File: config.mk
export PLATFORM = sky130hd
export DESIGN_NAME = layer_address_sequencer
export DESIGN_NICKNAME = d
export VERILOG_FILES = /design/src/rtl/layer_address_sequencer_pkg.sv /design/src/rtl/layer_address_sequencer_instr_mem.sv /design/src/rtl/layer_address_sequencer.sv
export SDC_FILE = /design/constraint.sdc
export NUM_CORES = 1
export LEC_CHECK = 0
export ABC_AREA = 1
export BUFFER_PORTS_ARGS = -buffer_cell sky130_fd_sc_hd__clkbuf_2
export CAP_MARGIN = 20
export CORE_UTILIZATION = 45
export DETAILED_ROUTE_END_ITERATION = 12
export GPL_ROUTABILITY_DRIVEN = 0
export GPL_TIMING_DRIVEN = 1
export PLACE_DENSITY_LB_ADDON = 0.2
export SYNTH_ARGS = -nofsm -noshare
export SYNTH_HDL_FRONTEND = slang
export SYNTH_SLANG_ARGS = --single-unit
File: constraint.sdc
create_clock -name clk -period 5.5 [get_ports clk]
set_input_delay 0 -clock clk [delete_from_list [all_inputs] [get_ports clk]]
set_output_delay 0 -clock clk [all_outputs]
set_load 0.02 [all_outputs]
File: src/rtl/layer_address_sequencer_pkg.sv
// Shared constants, types and power-up program for the layer address sequencer.
package layer_address_sequencer_pkg;

    localparam int unsigned IMEM_DEPTH = 16;
    localparam int unsigned IMEM_AW    = $clog2(IMEM_DEPTH);

    typedef logic [7:0] word_t;

    localparam word_t END_OF_PROGRAM     = 8'hFF;
    localparam word_t NEURO_RW_BASE_LOW  = 8'd0;
    localparam word_t NEURO_RW_BASE_HIGH = 8'd20;

    typedef enum logic [1:0] {StLoad, StFetch, StRun, StDone} state_e;

    localparam word_t DEFAULT_PROGRAM [IMEM_DEPTH] = '{
        0: 8'd2,
        1: 8'd3,
        2: 8'd2,
        default: END_OF_PROGRAM
    };

    // A zero-sized layer is treated the same as an explicit end marker.
    function automatic logic is_terminal(word_t v);
        return (v == END_OF_PROGRAM) || (v == 8'd0);
    endfunction

endpackage

File: src/rtl/layer_address_sequencer_instr_mem.sv
// Layer-size program store: asynchronous read, synchronous write, preloaded at power-up.
module layer_address_sequencer_instr_mem
    import layer_address_sequencer_pkg::*;
(
    input  logic               clk_i,
    input  logic               wr_en_i,
    input  logic [IMEM_AW-1:0] wr_addr_i,
    input  word_t              wr_data_i,
    input  logic [IMEM_AW-1:0] rd_addr_i,
    output word_t              rd_data_o
);

    // Deliberately reset-less so the program survives a sequencer reset.
    word_t mem_q [IMEM_DEPTH] = DEFAULT_PROGRAM;

    always_ff @(posedge clk_i) begin
        if (wr_en_i) begin
            mem_q[wr_addr_i] <= wr_data_i;
        end
    end

    assign rd_data_o = mem_q[rd_addr_i];

endmodule

File: src/rtl/layer_address_sequencer.sv
// Steps through the layer-size program and issues per-cycle neuron/weight addresses for the MAC.
module layer_address_sequencer
    import layer_address_sequencer_pkg::*;
(
    input  logic       clk,
    input  logic       reset,
    input  logic       instr_wr_en,
    input  logic [7:0] instr_wr_addr,
    input  logic [7:0] instr_wr_data,
    output logic [7:0] neuro_read_addr,
    output logic [7:0] weight_read_addr,
    output logic [7:0] neuro_write_addr,
    output logic       neuron_finished,
    output logic       layer_finished,
    output logic       alu_rst,
    output logic       program_finished,
    output logic [7:0] current_layer_size,
    output logic [7:0] previous_layer_size,
    output logic [7:0] result_base_address,
    output logic [7:0] result_word_count
);

    state_e state_q, state_d;
    word_t  ip_q, ip_d;
    word_t  i_q, i_d;
    word_t  j_q, j_d;
    word_t  w_q, w_d;
    word_t  prev_q, prev_d;
    word_t  cur_q, cur_d;
    word_t  rbase_q, rbase_d;
    word_t  rd_hold_q, rd_hold_d;
    word_t  wt_hold_q, wt_hold_d;
    word_t  wr_hold_q, wr_hold_d;

    word_t  imem_rd_data;
    word_t  fetch_word;
    word_t  rd_base;
    word_t  wr_base;
    logic   last_term;
    logic   last_neuron;
    logic   unused_wr_addr_hi;

    assign unused_wr_addr_hi = ^instr_wr_addr[7:IMEM_AW];

    // ip is 0 in LOAD, so one read port serves both the input-size and layer fetches.
    layer_address_sequencer_instr_mem u_instr_mem (
        .clk_i     (clk),
        .wr_en_i   (instr_wr_en),
        .wr_addr_i (instr_wr_addr[IMEM_AW-1:0]),
        .wr_data_i (instr_wr_data),
        .rd_addr_i (ip_q[IMEM_AW-1:0]),
        .rd_data_o (imem_rd_data)
    );

    assign fetch_word  = (ip_q >= 8'(IMEM_DEPTH)) ? END_OF_PROGRAM : imem_rd_data;
    assign rd_base     = ip_q[0] ? NEURO_RW_BASE_LOW : NEURO_RW_BASE_HIGH;
    assign wr_base     = ip_q[0] ? NEURO_RW_BASE_HIGH : NEURO_RW_BASE_LOW;
    assign last_term   = (i_q == prev_q - 8'd1);
    assign last_neuron = (j_q == cur_q - 8'd1);

    always_ff @(posedge clk) begin
        if (!reset) begin
            state_q <= StLoad;
        end else begin
            state_q <= state_d;
        end
    end

    always_ff @(posedge clk) begin
        if (!reset) begin
            ip_q      <= 8'd0;
            i_q       <= 8'd0;
            j_q       <= 8'd0;
            w_q       <= 8'd0;
            prev_q    <= 8'd0;
            cur_q     <= 8'd0;
            rbase_q   <= NEURO_RW_BASE_HIGH;
            rd_hold_q <= 8'd0;
            wt_hold_q <= 8'd0;
            wr_hold_q <= 8'd0;
        end else begin
            ip_q      <= ip_d;
            i_q       <= i_d;
            j_q       <= j_d;
            w_q       <= w_d;
            prev_q    <= prev_d;
            cur_q     <= cur_d;
            rbase_q   <= rbase_d;
            rd_hold_q <= rd_hold_d;
            wt_hold_q <= wt_hold_d;
            wr_hold_q <= wr_hold_d;
        end
    end

    always_comb begin
        state_d   = state_q;
        ip_d      = ip_q;
        i_d       = i_q;
        j_d       = j_q;
        w_d       = w_q;
        prev_d    = prev_q;
        cur_d     = cur_q;
        rbase_d   = rbase_q;
        rd_hold_d = rd_hold_q;
        wt_hold_d = wt_hold_q;
        wr_hold_d = wr_hold_q;
        unique case (state_q)
            StLoad: begin
                prev_d  = fetch_word;
                ip_d    = 8'd1;
                w_d     = 8'd0;
                state_d = is_terminal(fetch_word) ? StDone : StFetch;
            end
            StFetch: begin
                cur_d   = fetch_word;
                i_d     = 8'd0;
                j_d     = 8'd0;
                state_d = is_terminal(fetch_word) ? StDone : StRun;
            end
            StRun: begin
                // Weight pointer runs on across layers: weights are packed back to back.
                w_d       = w_q + 8'd1;
                i_d       = i_q + 8'd1;
                rd_hold_d = rd_base + i_q;
                wt_hold_d = w_q;
                if (last_term) begin
                    i_d       = 8'd0;
                    j_d       = j_q + 8'd1;
                    wr_hold_d = wr_base + j_q;
                    if (last_neuron) begin
                        rbase_d = wr_base;
                        prev_d  = cur_q;
                        ip_d    = ip_q + 8'd1;
                        state_d = StFetch;
                    end
                end
            end
            StDone: begin
                state_d = StDone;
            end
            default: begin
                state_d = StLoad;
            end
        endcase
    end

    always_comb begin
        neuro_read_addr  = rd_hold_q;
        weight_read_addr = wt_hold_q;
        neuro_write_addr = wr_hold_q;
        neuron_finished  = 1'b0;
        layer_finished   = 1'b0;
        if (state_q == StRun) begin
            neuro_read_addr  = rd_base + i_q;
            weight_read_addr = w_q;
            neuron_finished  = last_term;
            layer_finished   = last_term && last_neuron;
            if (last_term) begin
                neuro_write_addr = wr_base + j_q;
            end
        end
    end

    assign alu_rst             = !reset || (state_q == StLoad);
    assign program_finished    = (state_q == StDone);
    assign current_layer_size  = (state_q == StDone) ? END_OF_PROGRAM : cur_q;
    assign previous_layer_size = prev_q;
    assign result_base_address = rbase_q;
    assign result_word_count   = prev_q;

endmodule

Word-level counts from Yosys, hierarchy flattened
Memories as Yosys holds them, arrays and structs flattened. A register that Yosys moved wholly into a read port is not among the register bits.
Cells that the tools add are included.
{"block": "classes", "add_sub_neg": 8, "order_cmp": 1, "n_eq_ne": 8, "muxes": 30, "n_reduce_logical": 12}
{"operator": "$mux W8", "count": 12}
{"operator": "$pmux W8 S2", "count": 5}
{"operator": "$add A8 B1 Y8 const B", "count": 4}
{"operator": "$add A5 B8 Y8", "count": 2}
{"operator": "$eq A8 B8 Y1", "count": 2}
{"operator": "$sub A8 B1 Y8 const B", "count": 2}
{"operator": "$mux W5", "count": 2}
{"operator": "$eq A8 B8 Y1 const B", "count": 1}
{"operator": "$ge A8 B5 Y1 const B", "count": 1}
{"operator": "$logic_not A8 Y1", "count": 1}
{"operator": "$mux W4", "count": 2}
{"operator": "$pmux W2 S4", "count": 1}
{"operator": "$mux W2", "count": 3}
{"operator": "$reduce_and A3 Y1", "count": 2}
{"operator": "$mux W1", "count": 5}
{"operator": "$eq A2 B2 Y1 const B", "count": 2}
{"operator": "$ne A2 B2 Y1 const B", "count": 2}
{"operator": "$reduce_and A2 Y1", "count": 2}
{"operator": "$reduce_bool A2 Y1", "count": 2}
{"operator": "$eq A2 B1 Y1 const B", "count": 1}
{"operator": "$logic_not A2 Y1", "count": 1}
{"operator": "$logic_or A1 B1 Y1", "count": 2}
{"operator": "$logic_and A1 B1 Y1", "count": 1}
{"operator": "$logic_not A1 Y1", "count": 1}
{"block": "totals", "regBits": 82, "ramBits": 128, "wordCells": 71, "memories": 1}
{"name": "u_instr_mem.mem_q", "depth": 16, "width": 8, "rd": 1, "rd_clocked_by_memory_dff": 1, "wr": 1, "line_no": "layer_address_sequencer_instr_mem.sv:14", "source": "word_t mem_q [IMEM_DEPTH] = DEFAULT_PROGRAM;"}

Longest topological paths before layout
Gate-level depths: netlist (run 1).
{"block": "logic_depth", "ltp_word": 7, "mapped_depth": 16}

By module
From an unflattened synthesis (run 1), not the netlist that was laid out.
{"block": "hier_totals", "cells_unflattened": 1219, "area_unflattened_um2": 10030.9}
{"mod": "layer_address_sequencer_instr_mem", "instances": 1, "cells_per_inst": 543, "area_per_inst_um2": 5606.6, "seq_area_each_um2": 3843.7}
{"mod": "layer_address_sequencer", "instances": 1, "cells_per_inst": 676, "area_per_inst_um2": 4424.2, "seq_area_each_um2": 1501.4}

Worst setup path after synthesis (run 1)
OpenSTA, ideal clock, no wires.
{"block": "synth_path", "path_kind": "reg-to-reg", "startpoint": "reg prev_q[0], in the netlist previous_layer_size[0]", "endpoint": "reg wr_hold_q[6]", "arrival_time_ns": 1.946, "slack_ns": 3.427, "path_stages_with_launch": 14, "path_buffers": 1, "period_less_slack_ns": 2.073, "path_cell_list": "dfxtp_1 -> inv_2 -> ha_1 -> nand2_1 -> nand4_1 -> a21oi_1 -> o211ai_1 -> nor2_2 -> nand3_4 -> nor2_4 -> buf_6 -> nand3_1 -> o21ai_1 -> nor2_1"}
{"block": "synth_between", "elab_chain_cells": 4}
{"item": "from (decl)", "line_no": "layer_address_sequencer.sv:28", "source": "word_t prev_q, prev_d;"}
{"item": "from (signal assigned)", "line_no": "layer_address_sequencer.sv:86", "source": "prev_q <= prev_d;"}
{"item": "$sub A8 B1 Y8", "line_no": "layer_address_sequencer.sv:58", "source": "assign last_term = (i_q == prev_q - 8'd1);"}
{"item": "$eq A8 B8 Y1", "line_no": "layer_address_sequencer.sv:58"}
{"item": "$mux W8 (2 in series)"}
{"item": "to (signal assigned)", "line_no": "layer_address_sequencer.sv:91", "source": "wr_hold_q <= wr_hold_d;"}
{"item": "to (decl)", "line_no": "layer_address_sequencer.sv:33", "source": "word_t wr_hold_q, wr_hold_d;"}
Every way passes these cells.
A chain may end at the register's enable or synchronous reset.

Worst setup path in the final report (run 1)
{"block": "layout_path", "startpoint": "reg prev_q[0], in the netlist previous_layer_size[0]", "endpoint": "out neuro_write_addr[2]"}
{"block": "layout_between", "elab_chain_cells": 4}
{"item": "$sub A8 B1 Y8", "line_no": "layer_address_sequencer.sv:58"}
{"item": "$eq A8 B8 Y1", "line_no": "layer_address_sequencer.sv:58"}
{"item": "$mux W8"}
{"item": "$mux W8", "line_no": "layer_address_sequencer.sv:153", "source": "if (state_q == StRun) begin"}
{"item": "to (decl)", "line_no": "layer_address_sequencer.sv:12", "source": "output logic [7:0] neuro_write_addr,"}
Every way passes these cells.

==> out/metrics.csv, run 1 <==
stage,metric,value,unit
synthesis,synth_common_cells,"316 x nand2_1, 128 x edfxtp_1, 124 x nand3_1",
critical_path,worstSetupEndpointType,output port,
synthesis,synth_most_common_cell,nand2_1,
cells_and_area,drive_above_1_share,12.2,%
synthesis,netlist_area,0.0101,mm^2
synthesis,synth_edf_count,128,
job,drv_cap,0,
drt,viasPerCell,5.02,
drt,postRouteAntennaNets,0,
drt,wire_per_inst,14.9,um
cells_and_area,register_area,0.00543,mm^2
sta,drv_slew,0,
sta,holdWs,-0.00493,ns
clock_tree,cts-root-buf,clkbuf_16,
synthesis,syn_inst,1169,
sta,tns,0,ns
pwr,vdd_drop_max,0.280,mV
synthesis,synth_top_cell_area_share,38.1,%
floorplan,die-area,0.0230,mm^2
place,dpl-instance-area,0.0105,mm^2
cells_and_area,fin_util,51.8,%
run_status,violations,negative hold slack,
global_route,grt_pass1_wl,37500,um
clock_tree,cts_buffers,23,
sta,clock.fmax,0.354,GHz
cells_and_area,antenna_cells,0,
floorplan,rows,54,
global_route,grt-ovfl-total,0,
synthesis,yosysWarnings,0,
synthesis,synth_top_cell_by_area,edfxtp_1,
global_route,grt_usage,20.0,%
synthesis,avgSynthCellArea,8.64,um^2
min_path,min_path_type,primary input to flip-flop,
drt,drtIter0Drc,485,
critical_path,worst_setup_path_start_kind,flip-flop,
min_path,hold_start,instr_wr_addr[2],
clock_tree,cts_tree,done,
synthesis,synth.area.top_cells,"edfxtp_1 38%, dfxtp_1 16%, nand2_1 12%, nand3_1 6.1%, inv_1 4.2%",
drt,first_pass_iters,5,
sta,relSlewSlack,30.8,%
clock_tree,clock_latency,0.52,ns
critical_path,cp-startpoint,previous_layer_size[0],
run_status,status,finished with violations,
synthesis,ys_types,45,
cells_and_area,final_area,0.0113,mm^2
clock_tree,path_clk_slew,0.06,ns
global_route,top_usage_layer,met2,
sta,period_share,51.3,%
place,io_buffers,68,
global_route,grt_util_met2,34.2,%
drt,drc_errors,0,
floorplan,core,0.0219,mm^2
sta,final-hold-violation-count,2,
clock_tree,clockBufferDepth,3,
sta,worstMarginPinSlew,1.03,ns
critical_path,worstPathMaxFanout,15,
sta,skew,0.00930,ns
cells_and_area,syn2layout_area_growth,12.3,%
cells_and_area,n_fill_cell,2030,
critical_path,critPathRequiredTime,5.50,ns
drt,routed_wl,22700,um
synthesis,synth-seq-area-share,53.7,%
cells_and_area,nets,1260,
critical_path,cp.arrival,2.82,ns
global_route,grt_use_met1,26.3,%
place,dp_hpwl,14800,um
global_route,grt.met3_usage,2.74,%
clock_tree,cts_htree_levels,1,
critical_path,path_class,flip-flop to output port,
global_route,grt_pass1_vias,7265,
floorplan,die_h,152,um
synthesis,async_flop_share,0,%
cells_and_area,multi_input_area,0.00380,mm^2
global_route,grt_max_degree,74,
pwr,cellLeakagePower,4.93,nW
pwr,p_per_area,426,mW/mm^2
floorplan,die_w,152,um
sta,setup_viol,0,
sta,fin_crit,2.82,ns
floorplan,start_util,46.1,%
synthesis,ys_seq_elements,207,
global_route,grt_antenna_before_repair,0,
floorplan,ios,79,
sta,rsz0062_at_grt,no,
clock_tree,clock-sinks,207,
synthesis,synth_ff_type,edfxtp_1,
drt,vias,7645,
## per-stage QoR
stage | setup WS, ns | hold slack [ns] | instances | total power [W]
finish | 2.68 | -0.00493 | 1522 | 0.00483
detailed placement | 2.96 | 0.452 | 1467 | 0.00334
global route | 2.40 | 0.00974 | 1522 | 0.00512
floorplan | 3.43 | 0.0989 | 1174 | 0.00304
CTS | 2.61 | 0.00574 | 1519 | 0.00488
global placement | 2.97 | 0.451 | 1466 | 0.00332
## sequential cells by signal, indices dropped and copies added, names as in the netlist, named ones only
signal,cells
result_base_address,1
u_instr_mem.mem_q,128
previous_layer_size,8
state_q,2
wr_hold_q,8
ip_q,8
j_q,8
cur_q,8
wt_hold_q,8
i_q,8
w_q,8
rd_hold_q,8
## cells in the final DEF, fill, tap and decap left out, types with 16 or more instances in the layout
cell       netlist  final
o21ai_0         34     34
nand3_1        124    124
clkbuf_2         0     68
edfxtp_1       128    128
a21oi_1         70     70
nand2_1        316    316
xor2_1          16     16
inv_1          114    113
dfxtp_1         79     78
nor2_1         100    100
clkbuf_16        0     23
## report_power, final
part | total [W] | switching [W] | internal, W
registers | 0.00184 | 0.0000961 | 0.00174
clock network | 0.00152 | 0.000614 | 0.000906
logic | 0.00147 | 0.00102 | 0.000451
total | 0.00483 | 0.00173 | 0.00310
## what timing repair did
action	4_1_cts	5_1_grt
endpoints found under the hold margin	130	1
setup buffers	0	0
resized for setup	0	0
hold buffers	10	1
endpoints found under the setup margin	0	0
## worst paths after layout
path,end,slack [ns],depth (start not counted)
setup / recovery,neuro_write_addr[2],2.68,14
hold / removal,u_instr_mem.mem_q[1][2],-0.005,4
setup reg to reg,state_q[0],2.91,14
hold reg to reg,wt_hold_q[0],0.47,2
## cells by family (layout without fill, tap and decap cells)
logic type	count (synthesis)	count (layout)	share of synthesized area [%]
buf+inv	189	257	8.83
simple gates	594	594	25.5
xor+xnor	31	31	2.69
mux	5	5	0.496
compound gates	126	126	6.78
other cells	1	6	0.0371
flops	207	207	53.7
fa+ha+maj	16	16	1.98
## final cells by class
type | count | share of cell area (%)
multi-input cells | 778 | 33.5
repair buffers | 92 | 4.81
flip-flops and latches | 207 | 47.8
inverters | 123 | 4.07
clock inverters | 13 | 1.13
clock buffers | 29 | 5.54
well taps | 280 | 3.09
## critical path, stage by stage (launching register included)
cell and delay [ns]:
dfxtp_1 0.39, inv_2 0.08, ha_1 0.31, inv_1 0.05, nand2_1 0.05, nand4_1 0.09
a21oi_1 0.14, o211ai_1 0.11, nor2_2 0.14, nand3_4 0.14, nor2_4 0.29, or2_2 0.16
o21ai_0 0.11, inv_1 0.07, clkbuf_2 0.16
## per-layer routing
metal	up-vias	wire [um]
met4	0	644
met5	-	0
met1	3520	10400
met3	35	836
li1	3921	-
met2	169	10800
No activity file was read; power rests on OpenSTA's default activity.
==> run 2: changes to the inputs <==
clock period = 2.8 ns   (was 5.5 ns; I/O delays follow)
==> run 2 against run 1 <==
Global-route usage grew 0.51 points. Final cell count grew 0.92%. Critical path depth grew 1. Highest routed layer unchanged. First-iteration DRC count shrank 27%. Clock power grew 130%. Utilization grew 1.5 points. Wire length grew 2.7%. The run now ends clean. Non-clock buffer count grew 12.
==> out/metrics.csv, run 2 (same netlist as run 1, synthesis figures left out) <==
stage,metric,value,unit,change
critical_path,critPathRequiredTime,2.80,ns,-2.70 ns
pwr,p_per_area,859,mW/mm^2,+100%
pwr,p_total,0.0100,W,+110%
drt,wire_per_inst,15.2,um,+1.8%
floorplan,die_h,152,um,unchanged
critical_path,reg2reg_depth,15,,+1
floorplan,die-area,0.0230,mm^2,unchanged
drt,drc_errors,0,,unchanged
global_route,grt_pass1_vias,7131,,-1.8%
floorplan,ios,79,,unchanged
critical_path,r2r_start,previous_layer_size[0],,
sta,setup_viol,0,,unchanged
critical_path,path_class,flip-flop to output port,,
cells_and_area,drive_above_1_share,14.8,%,+2.6 points
cells_and_area,final_area,0.0117,mm^2,+2.9%
floorplan,core,0.0219,mm^2,unchanged
drt,postRouteAntennaNets,0,,unchanged
sta,fin_crit,2.69,ns,
min_path,min_path_type,primary input to flip-flop,,
clock_tree,clock-sinks,207,,unchanged
critical_path,worst_setup_path_start_kind,flip-flop,,
floorplan,rows,54,,unchanged
drt,vias,7695,,+0.65%
clock_tree,cts_buffers,24,,+4.3%
sta,relSlewSlack,42.6,%,+12 points
cells_and_area,largest_reg_flops,128,,unchanged
sta,drv_slew,0,,unchanged
sta,worstMarginPinSlew,0.858,ns,-0.173 ns
clock_tree,cts-root-buf,clkbuf_16,,
cells_and_area,stdcell_count,1536,,+0.92%
sta,period_share,95.9,%,
pwr,cellLeakagePower,5.07,nW,+2.8%
critical_path,endpoint,neuro_write_addr[6],,
clock_tree,clock_latency,0.53,ns,about the same
clock_tree,cts_htree_levels,1,,unchanged
place,dp_cells,1477,,+0.68%
global_route,grt-ovfl-total,0,,unchanged
sta,tns,0,ns,unchanged
cells_and_area,nets,1273,,+1.0%
place,dpl-instance-area,0.0106,mm^2,+0.98%
critical_path,cp.arrival,2.69,ns,-0.13 ns
cells_and_area,layout_common_cells,"315 x nand2_1, 128 x edfxtp_1, 123 x nand3_1",,
sta,clock.fmax,0.372,GHz,
cells_and_area,syn2layout_area_growth,15.6,%,
clock_tree,path_clk_slew,0.06,ns,about the same
global_route,grt_pass1_wl,37900,um,+1.1%
drt,drtIter0Drc,355,,-27%
place,io_buffers,68,,unchanged
critical_path,worstSetupEndpointType,output port,,
drt,routed_wl,23300,um,+2.7%
place,dp_hpwl,15400,um,+3.8%
critical_path,r2r-end,j_q[4],,
global_route,grt_usage,20.5,%,+0.51 points
cells_and_area,antenna_cells,0,,unchanged
drt,viasPerCell,5.01,,-0.26%
cells_and_area,regMostFlops,u_instr_mem.mem_q,,
global_route,grt_max_degree,56,,-24%
sta,final-hold-violation-count,0,,-2
cells_and_area,fin_util,53.3,%,+1.5 points
clock_tree,cts_tree,done,,
global_route,grt_antenna_before_repair,0,,unchanged
critical_path,ff2ff_setup_slack,0.51,ns,-2.40 ns
critical_path,cp-startpoint,previous_layer_size[0],,
drt,first_pass_iters,5,,unchanged
floorplan,start_util,46.1,%,unchanged
floorplan,die_w,152,um,unchanged
job,drv_cap,0,,unchanged
clock_tree,clockBufferDepth,3,,unchanged
sta,skew,0.0183,ns,+0.00900 ns
cells_and_area,final_common_cell,nand2_1,,
pwr,vdd_drop_max,0.543,mV,+94%
run_status,status,"finished, final reports clean",,
critical_path,worstPathMaxFanout,6,,-9
## run 2: worst min path at each step
| stage | from | endpoint | depth (start not counted) |
|---|---|---|---|
| 5_1_grt | instr_wr_data[4] | u_instr_mem.mem_q[5][4] | 1 |
| 3_3_place_gp | reset | i_q[6] | 3 |
| 3_5_place_dp | reset | i_q[4] | 3 |
| 4_1_cts | instr_wr_en | u_instr_mem.mem_q[3][7] | 3 |
| 6_report | instr_wr_data[4] | u_instr_mem.mem_q[8][4] | 1 |
| 2_1_floorplan | instr_wr_data[0] | u_instr_mem.mem_q[0][0] | 0 |
## run 2: through the flow
step / setup slack [ns] / hold WS, ns
3_3_place_gp: 0.555 / 0.385
4_1_cts: 0.0391 / 0.0110
5_1_grt: -0.0456 / 0.0297
3_5_place_dp: 0.539 / 0.392
2_1_floorplan: 0.727 / 0.0989
6_report: 0.115 / 0.0165
## run 2: area by class of cell
type | count | area [um^2]
clock buffers | 26 | 618
clock inverters | 18 | 262
fillers | 2067 | 10200
inverters | 123 | 464
multi-input cells | 778 | 3850
flip-flops and latches | 207 | 5430
well taps | 280 | 350
repair buffers | 104 | 699
## run 2: report_power, final
| group | internal [W] | switching (W) | total [W] | leakage, nW |
|---|---|---|---|---|
| registers | 0.00342 | 0.000194 | 0.00362 | 1.80 |
| clock network | 0.00216 | 0.00128 | 0.00344 | 0.423 |
| logic | 0.000943 | 0.00203 | 0.00297 | 2.85 |
## run 2: repair_timing
action                     CTS  global route
gates resized for setup      0            28
pin swaps                    1             3
setup endpoints to repair    3             9
hold endpoints to repair   117             0
hold buffers                 8             0
cloned                       0             1
buffers inserted             2             4
## run 2: critical path, cell delays in order (launching register included)
cell and delay (ns):
dfxtp_4 0.37, inv_4 0.05, ha_4 0.25, inv_1 0.03, nand2_1 0.05, nand4_1 0.11
a21oi_2 0.14, o211ai_1 0.11, nor2_2 0.17, nand3_4 0.12, nor2_4 0.22, clkbuf_16 0.19
nand3_1 0.06, o21ai_1 0.09, inv_1 0.07, buf_6 0.13
## run 2: layer usage
| metal | global-route usage [%] | routed length, um | up-vias | part of all wire, % |
|---|---|---|---|---|
| met1 | 27.0 | 10500 | 3516 | 45 |
| li1 | - | - | 3954 | - |
| met3 | 3.08 | 1040 | 47 | 4.5 |
| met4 | 6.62 | 723 | 0 | 3.1 |
| met5 | 0 | 0 | - | 0 |
| met2 | 34.7 | 11100 | 178 | 48 |
